## config.mk

```make
export PLATFORM = sky130hd
export DESIGN_NAME = floor_request_scheduler
export DESIGN_NICKNAME = d
export VERILOG_FILES = /design/src/rtl/floor_request_scheduler.sv
export SDC_FILE = /design/constraint.sdc
export NUM_CORES = 1
export LEC_CHECK = 0
export ABC_AREA = 1
export CELL_PAD_IN_SITES_DETAIL_PLACEMENT = 1
export CELL_PAD_IN_SITES_GLOBAL_PLACEMENT = 1
export CORE_MARGIN = 4
export CORE_UTILIZATION = 41
export CTS_BUF_LIST = sky130_fd_sc_hd__clkbuf_4 sky130_fd_sc_hd__clkbuf_8
export DETAILED_ROUTE_END_ITERATION = 10
export PLACE_DENSITY = 0.93
export SYNTH_ARGS = -nofsm -noshare
export SYNTH_HDL_FRONTEND = slang
export SYNTH_SLANG_ARGS = --single-unit
```

## constraint.sdc

```tcl
create_clock -name clk -period 2 [get_ports clk]
set_clock_uncertainty 0.1 [all_clocks]
set_input_delay 0.4 -clock clk [delete_from_list [all_inputs] [get_ports clk]]
set_output_delay 0.4 -clock clk [all_outputs]
set_load 0.05 [all_outputs]
```

## src/rtl/floor_request_scheduler.sv

```systemverilog
`timescale 1ns/1ps
`default_nettype none
// ============================================================================
// Module   : floor_request_scheduler
// Purpose  : Conditions raw floor-call buttons and latches them as pending
//            requests. Dispatches one target floor at a time to the car
//            controller, using SCAN ordering.
//
// Ports    : clk          - system clock; all state updates on the rising edge
//            rst_n        - asynchronous active-low reset
//            btn_in[7:0]  - raw call buttons, active-high, asynchronous;
//                           bit i = floor i+1
//            cur_floor    - one-hot current car floor from the car controller
//            arrived      - one-cycle pulse; the car completed its stop at target
//            target       - one-hot dispatched floor; 0 when idle
//            target_valid - target is meaningful and held stable
//            pending      - outstanding call requests
//            dir_up       - current scan direction (1 = up)
//
// Build option: FLOOR_DEBOUNCE_EN
//            defined   - each synchronized button passes through a counter
//                        debouncer of DEBOUNCE_CYCLES stable cycles.
//            undefined - the debouncers are removed, and the synchronizer
//                        output feeds the edge detector directly.
//
// Revision : 1.0 - initial release
// ============================================================================
module floor_request_scheduler #(
    parameter int DEBOUNCE_CYCLES = 16
) (
    input  logic       clk,
    input  logic       rst_n,
    input  logic [7:0] btn_in,
    input  logic [7:0] cur_floor,
    input  logic       arrived,
    output logic [7:0] target,
    output logic       target_valid,
    output logic [7:0] pending,
    output logic       dir_up
);

    typedef enum logic [0:0] {
        ST_IDLE = 1'b0,
        ST_BUSY = 1'b1
    } state_t;

    state_t     r_state;
    state_t     w_state_nxt;
    logic [7:0] r_sync1;
    logic [7:0] r_sync2;
    logic [7:0] w_level;
    logic [7:0] r_level_d;
    logic [7:0] w_rise;
    logic [7:0] r_pending;
    logic [7:0] w_pending_nxt;
    logic [7:0] r_target;
    logic [7:0] w_target_nxt;
    logic       r_dir_up;
    logic       w_dir_up_nxt;
    logic [7:0] w_clear;
    logic [2:0] w_cur_idx;
    logic [2:0] w_up_idx;
    logic [2:0] w_dn_idx;
    logic       w_up_found;
    logic       w_dn_found;

    // Out-of-range parameter values produce no logic here; this block exists
    // so the parameter is referenced in every build variant.
    if ((DEBOUNCE_CYCLES < 2) || (DEBOUNCE_CYCLES > 255)) begin : g_debounce_range_violation
    end

    // ------------------------------------------------------------------
    // Two-flop synchronizer for the asynchronous buttons
    // ------------------------------------------------------------------
    always_ff @(posedge clk or negedge rst_n) begin
        if (!rst_n) begin
            r_sync1 <= 8'h00;
            r_sync2 <= 8'h00;
        end else begin
            r_sync1 <= btn_in;
            r_sync2 <= r_sync1;
        end
    end

`ifdef FLOOR_DEBOUNCE_EN
    localparam logic [7:0] C_CNT_LAST = 8'(DEBOUNCE_CYCLES - 1);

    for (genvar gi = 0; gi < 8; gi++) begin : g_debounce
        logic       r_deb;
        logic [7:0] r_cnt;

        // The counter runs only while the synchronized level disagrees with
        // the accepted level. The level flips on the cycle that would make
        // the count equal DEBOUNCE_CYCLES.
        always_ff @(posedge clk or negedge rst_n) begin
            if (!rst_n) begin
                r_deb <= 1'b0;
                r_cnt <= 8'h00;
            end else if (r_sync2[gi] == r_deb) begin
                r_cnt <= 8'h00;
            end else if (r_cnt == C_CNT_LAST) begin
                r_deb <= r_sync2[gi];
                r_cnt <= 8'h00;
            end else begin
                r_cnt <= r_cnt + 8'h01;
            end
        end

        assign w_level[gi] = r_deb;
    end
`else
    assign w_level = r_sync2;
`endif

    // Only a press registers a call. A release is ignored.
    always_ff @(posedge clk or negedge rst_n) begin
        if (!rst_n) begin
            r_level_d <= 8'h00;
        end else begin
            r_level_d <= w_level;
        end
    end

    assign w_rise = w_level & ~r_level_d;

    // ------------------------------------------------------------------
    // Floor index helpers
    // ------------------------------------------------------------------
    // Lowest set bit wins. An all-zero cur_floor falls back to index 0.
    always_comb begin
        w_cur_idx = 3'd0;
        for (int i = 7; i >= 0; i--) begin
            if (cur_floor[i]) begin
                w_cur_idx = 3'(i);
            end
        end
    end

    // Nearest pending floor above (lowest index) and below (highest index)
    // the current floor.
    always_comb begin
        w_up_idx   = 3'd0;
        w_up_found = 1'b0;
        w_dn_idx   = 3'd0;
        w_dn_found = 1'b0;
        for (int i = 7; i >= 0; i--) begin
            if (r_pending[i] && (3'(i) > w_cur_idx)) begin
                w_up_idx   = 3'(i);
                w_up_found = 1'b1;
            end
        end
        for (int i = 0; i < 8; i++) begin
            if (r_pending[i] && (3'(i) < w_cur_idx)) begin
                w_dn_idx   = 3'(i);
                w_dn_found = 1'b1;
            end
        end
    end

    // ------------------------------------------------------------------
    // Dispatch FSM
    // ------------------------------------------------------------------
    always_ff @(posedge clk or negedge rst_n) begin
        if (!rst_n) begin
            r_state <= ST_IDLE;
        end else begin
            r_state <= w_state_nxt;
        end
    end

    always_comb begin
        w_state_nxt  = r_state;
        w_target_nxt = r_target;
        w_dir_up_nxt = r_dir_up;
        w_clear      = 8'h00;
        case (r_state)
            ST_IDLE: begin
                if (|r_pending) begin
                    w_state_nxt = ST_BUSY;
                    if (r_pending[w_cur_idx]) begin
                        w_target_nxt = 8'h01 << w_cur_idx;
                    end else if (r_dir_up && w_up_found) begin
                        w_target_nxt = 8'h01 << w_up_idx;
                    end else if (!r_dir_up && w_dn_found) begin
                        w_target_nxt = 8'h01 << w_dn_idx;
                    end else begin
                        // Nothing ahead: reverse. Because pending is nonzero
                        // and the current floor is not pending, a call must
                        // exist on the other side.
                        w_dir_up_nxt = ~r_dir_up;
                        w_target_nxt = r_dir_up ? (8'h01 << w_dn_idx)
                                                : (8'h01 << w_up_idx);
                    end
                end
            end
            ST_BUSY: begin
                if (arrived) begin
                    w_clear     = r_target;
                    w_state_nxt = ST_IDLE;
                end
            end
            default: begin
                w_state_nxt = ST_IDLE;
            end
        endcase
    end

    // If a new press lands in the same cycle that an arrival clears the bit,
    // the new press wins.
    assign w_pending_nxt = (r_pending & ~w_clear) | w_rise;

    always_ff @(posedge clk or negedge rst_n) begin
        if (!rst_n) begin
            r_pending <= 8'h00;
            r_target  <= 8'h00;
            r_dir_up  <= 1'b1;
        end else begin
            r_pending <= w_pending_nxt;
            r_target  <= w_target_nxt;
            r_dir_up  <= w_dir_up_nxt;
        end
    end

    assign target_valid = (r_state == ST_BUSY);
    assign target       = (r_state == ST_BUSY) ? r_target : 8'h00;
    assign pending      = r_pending;
    assign dir_up       = r_dir_up;

endmodule
`default_nettype wire
```

==> flow_metrics.tcl, run 1 <==
set metrics [dict create \
    outcome "finished with violations" \
    failed_checks "negative setup slack" \
    synthDominantCellAreaShare_pct 44.2 \
    routed_wl_um 9220 \
    final_layout_size_suffix_gt1_share_pct 43.4 \
    cts_made_buffers 5 \
    avgRoutedWirePerCell_um 20.6 \
    fin_crit_sh_pct 108 \
    cts_htree_levels 2 \
    critical_path.max_fanout 7 \
    dp_hpwl_um 5680 \
    synth_top_flop_cell "dfrtp_1" \
    setup-tns-final_ns -0.962 \
    p_seq_share_pct 30.7 \
    critPathLaunchType "input port" \
    place_area_um2 3040 \
    switching_share_pct 49.2 \
    core-area_um2 5510 \
    max_freq_ghz 0.464 \
    grt_pass1_wl_um 13400 \
    slew_headroom_pct 66.3 \
    grt_pass1_vias 2664 \
    ys_seq_elements 42 \
    vias_per_cell 5.45 \
    detail_route.first_pass.iterations 4 \
    final_area_um2 3480 \
    track_usage_pct 24.9 \
    syn_to_final_growth_pct 49.8 \
    clock_path_buffers 2 \
    finalSetupViolations 9 \
    hold_viol 0 \
    clock_power_share_pct 12.5 \
    grt_max_degree 43 \
    nFillCells 662 \
    p_switching_uw 2050 \
    yosys_warnings 0 \
    internal_power_uw 2110 \
    synthTopCellsByArea "dfrtp_1 44%, nand2_1 11%, inv_1 7.4%" \
    rsz0062_at_grt "true" \
    nets 395 \
    dp_cells 420 \
    die_area_um2 6940 \
    drv_slew 0 \
    post_synth_inst_count 286 \
    syn_area_um2 2320 \
    finalWorstSetupSlack_ns -0.156 \
    yosysSeqAreaShare_pct 45.3 \
    worstPathRequired_ns 2.11 \
    cts_hold_buf 0 \
    synth_cell_types 31 \
    vias 2440 \
    async_reset_ff_share_pct 100 \
    path_common_cell "buf_4" \
    clk_root_buffer_cell "clkbuf_8" \
    io_buffers 36 \
    drtAntennaViolNets 0 \
    ir_worst_vdd_uv 972 \
    instances_no_fill 448 \
    gr-total-overflow 0 \
    gp_congestion 0.912 \
    maxCapViolCount 0 \
    cts.sinks 42 \
    yosysTopAreaCell "dfrtp_1" \
    leakagePower_uw 0.00178 \
    worst_setup_path_end_kind "flip-flop" \
    cp_slowest_cell "a21oi_1" \
    critPathArrivalTime_ns 2.27 \
    rows 27 \
    crit_type "input port to flip-flop" \
    synth_common_cells "70 x nand2_1, 46 x inv_1, 41 x dfrtp_1" \
    tightest_slew_ns 0.505 \
    num_antenna_cells 0 \
    dr.first_iter.drc_count 122 \
    combinationalPowerShare_pct 56.8 \
    clk_pin_slew_ns 0.08 \
    final.min_clock_period_ns 2.16 \
    worstSkewPairLatency_ns 0.30 \
    p_per_area_nw_per_um2 1200 \
    pin_count 37 \
    syn_avg_cell_area_um2 8.12 \
    start_util_pct 42.2 \
    slowest_delay_ns 0.20 \
    die_h_um 83.3 \
    fp.dieW_um 83.3 \
    cts_tree "done" \
    hold_class "input port to async pin" \
    synth_edf_count 0 \
    synthMostInstantiatedCell "nand2_1" \
    syn-num-nets 305 \
    drc 0 \
    grt_antenna_before_repair 0 \
    crit_chain "buf_2, nor2_4, buf_4, buf_4, nor2_4, buf_4, nand2_4, nand2_2, nand2_2, nor2_4, nand2_2, nand2_4, nand2_8, buf_4, nor2_1, nand2_1, a21oi_1" \
]
==> path summary, 6_finish.rpt <==
check,cells after the start,slack (ns),endpoint,start
setup / recovery,17,-0.16,r_target[7],cur_floor[5]
hold / removal,2,0.05,r_sync2[4],rst_n
setup reg to reg,12,-0.01,r_target[7],pending[5]
hold reg to reg,0,0.24,r_sync2[4],r_sync1[4]
max in group asynchronous,2,1.38,dir_up,rst_n
min in group clk,0,0.24,r_sync2[4],r_sync1[4]
==> final cells by class <==
| cell class | count | area [um^2] | share of cell area [%] |
|---|---|---|---|
| clock buffers | 5 | 68.8 | 1.98 |
| clock inverters | 2 | 10.0 | 0.288 |
| inverters | 51 | 199 | 5.72 |
| multi-input cells | 192 | 1260 | 36.4 |
| flip-flops and latches | 42 | 1050 | 30.2 |
| well taps | 72 | 90.1 | 2.59 |
| repair buffers | 84 | 795 | 22.8 |
==> cells by family (layout without fill, tap and decap cells) <==
group | Yosys count | count (layout) | synth area share, %
compound gates | 36 | 36 | 9.80
buf+inv | 53 | 142 | 8.56
flops | 42 | 42 | 45.3
simple gates | 155 | 156 | 36.3
==> power groups by stage <==
stage               sequential, uW  clock, uW  combinational (uW)
floorplan                     1440          0                 982
global placement              1230          0                2030
detailed placement            1260          0                2100
CTS                           1240        535                2180
global route                  1300        577                2510
finish                        1280        519                2370
==> sequential cells by signal (all words and copies together), names as in the netlist <==
| name | cells |
|---|---|
| dir_up | 1 |
| r_sync2 | 8 |
| r_target | 8 |
| r_level_d | 8 |
| target_valid | 1 |
| pending | 8 |
| r_sync1 | 8 |
==> cell usage in the layout, fill, tap and decap left out, drive strengths merged <==
cell type / n
o211ai: 1
clkbuf: 6
nand4: 1
dfstp: 1
nor4: 2
nor2: 38
a22oi: 2
dfrtp: 41
nand3: 21
clkdlybuf4s50: 9
o21bai: 1
o21ai: 20
a21oi: 11
nand2: 90
o22ai: 1
buf: 74
nand3b: 1
nor3: 3
clkinv: 3
inv: 50
==> through the flow <==
step / total power, uW / hold slack (ns) / setup WS (ns) / utilization (%)
after floorplan: 2420 / 0.00441 / 0.0933 / -
after global placement: 3260 / 0.232 / -0.569 / 55.2
after detailed placement: 3350 / 0.239 / -0.668 / 55.2
after CTS: 3960 / 0.0615 / 0.0116 / 59.9
after global routing: 4380 / 0.100 / -0.236 / 63.2
final: 4160 / 0.0464 / -0.156 / 63.2
==> critical path: cells and delay by family <==
kind,cells,cell delay [ns]
AOI/OAI and AO/OA,1,0.20
buffers and inverters,5,0.68
and+or+nand+nor,11,0.98
==> metal layers <==
layer | vias to the layer above | global-route usage (%) | share of wire, %
li1 | 1068 | - | -
met5 | - | 0 | 0
met2 | 114 | 44.5 | 51
met3 | 45 | 5.56 | 5.5
met4 | 0 | 18.4 | 7.1
met1 | 1213 | 25.1 | 37
==> what timing repair did <==
item / 4_1_cts / 5_1_grt
gates resized for setup: 52 / 43
setup buffers: 12 / 8
cloned: 1 / 0
pin swaps: 26 / 27
setup endpoints to repair: 9 / 9
Note: power is estimated with default switching activity, not from simulation.
==> run 2: changes to the inputs <==
- HOLD_SLACK_MARGIN: not set -> 0.06
==> results of run 2 <==
No change in the layout: final DEF, timing and power equal those of run 1.
==> run 3: changes to the inputs <==
- PLACE_DENSITY: 0.93 -> 0.82
==> run 3 against run 2 <==
  * The flow still finishes with violations (negative setup slack)
  * Wire length increased by 8.3%
  * Non-clock buffer count increased by 3
  * Die area is the same
  * Worst setup slack got worse by 0.031 ns
  * Via count up 0.82%
  * Global-route usage decreased by 1.2 points
  * Sequential power is essentially flat
  * Largest power group unchanged
  * Highest routed layer unchanged
==> flow_metrics.tcl, run 3 (synthesized netlist as in run 1, its figures left out) <==
set metrics [dict create \
    critical_path.max_fanout 5 \
    whs_ns 0.0482 \
    fp.dieW_um 83.3 \
    cts.sinks 42 \
    start_util_pct 42.2 \
    worstSkewPairLatency_ns 0.30 \
    total_power_uw 4330 \
    gp_congestion 0.821 \
    gr-total-overflow 0 \
    crit_chain "buf_6, nor2_4, inv_2, a21oi_4, nand3_4, a21oi_4, nand2_2, nor2_4, nor2_1, nor2_1, nand2_1, nand2_1, nor2_1, nor2_1" \
    detail_route.first_pass.iterations 4 \
    dr.first_iter.drc_count 140 \
    crit_type "input port to flip-flop" \
    ir_worst_vdd_uv 788 \
    nets 398 \
    outcome "finished with violations" \
    max_freq_ghz 0.457 \
    die_area_um2 6940 \
    p_switching_uw 2140 \
    critPathLaunchType "input port" \
    drc 0 \
    p_seq_share_pct 29.6 \
    die_h_um 83.3 \
    worst_setup_path_end_kind "flip-flop" \
    slowest_delay_ns 0.22 \
    routed_wl_um 9990 \
    tightest_slew_ns 0.509 \
    drtAntennaViolNets 0 \
    final_layout_size_suffix_gt1_share_pct 45.5 \
    switching_share_pct 49.5 \
    drv_slew 0 \
    clock_power_share_pct 13.5 \
    rows 27 \
    rsz0062_at_grt "true" \
    dp_hpwl_um 5390 \
    grt_pass1_vias 2534 \
    hold_viol 0 \
    worst-path-buf-inv 2 \
    clk_pin_slew_ns 0.08 \
    clock_path_buffers 2 \
    clk_root_buffer_cell "clkbuf_8" \
    nFillCells 642 \
    critPathArrivalTime_ns 2.32 \
    syn_to_final_growth_pct 52.5 \
    cts_made_buffers 5 \
    cp_slowest_cell "a21oi_4" \
    grt_antenna_before_repair 0 \
    mostFrequentLayoutCell "nand2_1" \
    finalWorstSetupSlack_ns -0.187 \
    maxCapViolCount 0 \
    combinationalPowerShare_pct 56.8 \
    hold_class "input port to async pin" \
    grt_max_degree 43 \
    vias_per_cell 5.44 \
    num_antenna_cells 0 \
    finalSetupViolations 9 \
    place_area_um2 3050 \
    grt_pass1_wl_um 13000 \
    fin_crit_sh_pct 109 \
    cts_htree_levels 2 \
    internal_power_uw 2180 \
    path_common_cell "nor2_1" \
    io_buffers 36 \
    final_cell_mix "54 x nand2_1, 52 x buf_4, 41 x inv_1, 41 x dfrtp_1, 22 x nor2_1" \
    core-area_um2 5510 \
    worstPathRequired_ns 2.13 \
    slew_headroom_pct 66.1 \
    pin_count 37 \
    leakagePower_uw 0.00181 \
    avgRoutedWirePerCell_um 22.1 \
    final_area_um2 3540 \
    failed_checks "negative setup slack" \
    vias 2460 \
    track_usage_pct 23.7 \
    critPathTopFamily "simple AND/OR/NAND/NOR gates" \
    final.min_clock_period_ns 2.19 \
    p_per_area_nw_per_um2 1220 \
    cts_tree "done" \
]
==> run 3: final timing paths <==
kind	from	endpoint	slack (ns)	cells past startpoint
hold / removal	rst_n	r_target[2]	0.05	2
setup reg to reg	pending[2]	r_target[4]	-0.10	11
hold reg to reg	r_sync1[3]	r_sync2[3]	0.25	0
setup / recovery	cur_floor[1]	r_target[5]	-0.19	14
min in group clk	r_sync1[3]	r_sync2[3]	0.25	0
max in group asynchronous	rst_n	dir_up	1.39	2
==> run 3: power groups by stage <==
stage	Sequential (uW)	Combinational, uW	Clock, uW
4_1_cts	1240	2190	590
3_3_place_gp	1230	2050	0
5_1_grt	1290	2570	635
3_5_place_dp	1250	2110	0
2_1_floorplan	1440	982	0
6_report	1280	2460	585
==> run 3: worst reg2reg max path: stages, from the launching register on <==
cell,delay (ns)
dfrtp_1,0.55
inv_1,0.11
nor2_1,0.33
a21oi_4,0.08
nand2_2,0.10
nor2_4,0.06
nor2_1,0.15
nor2_1,0.11
a21oi_1,0.15
nand2_1,0.10
nand2_1,0.07
nand2_1,0.08
==> run 3: cell type report <==
type	instances	area [um^2]	share of cell area (%)
Sequential cell	42	1050	29.7
Tap cell	72	90.1	2.54
Multi-Input combinational cell	192	1280	36.1
Clock buffer	7	90.1	2.54
Inverter	51	196	5.55
Clock inverter	1	5.00	0.141
Timing Repair Buffer	87	831	23.5
==> run 3: through the flow <==
step | util, % | setup WS, ns | instances | setup TNS, ns
3_3_place_gp | 55.5 | -0.629 | 422 | -5.15
3_5_place_dp | 55.5 | -0.695 | 422 | -5.81
5_1_grt | 64.3 | -0.305 | 452 | -1.97
6_report | 64.3 | -0.187 | 452 | -1.10
2_1_floorplan | - | 0.0933 | 286 | 0
4_1_cts | 60.6 | 0.000237 | 444 | 0
==> run 3: what timing repair did <==
item                       in CTS  in global routing
gates resized for setup        61                 47
buffers inserted               13                  8
pin swaps                      29                 35
setup endpoints to repair       9                  9
cloned                          1                  0
hold buffers                    0                  0
==> run 3: layer usage <==
| metal | vias to the layer above | global-route usage (%) | wire [um] |
|---|---|---|---|
| met4 | 0 | 13.4 | 578 |
| met2 | 115 | 42.0 | 5150 |
| met1 | 1228 | 27.0 | 3830 |
| met3 | 45 | 3.57 | 440 |
| met5 | - | 0 | 0 |
| li1 | 1072 | - | - |
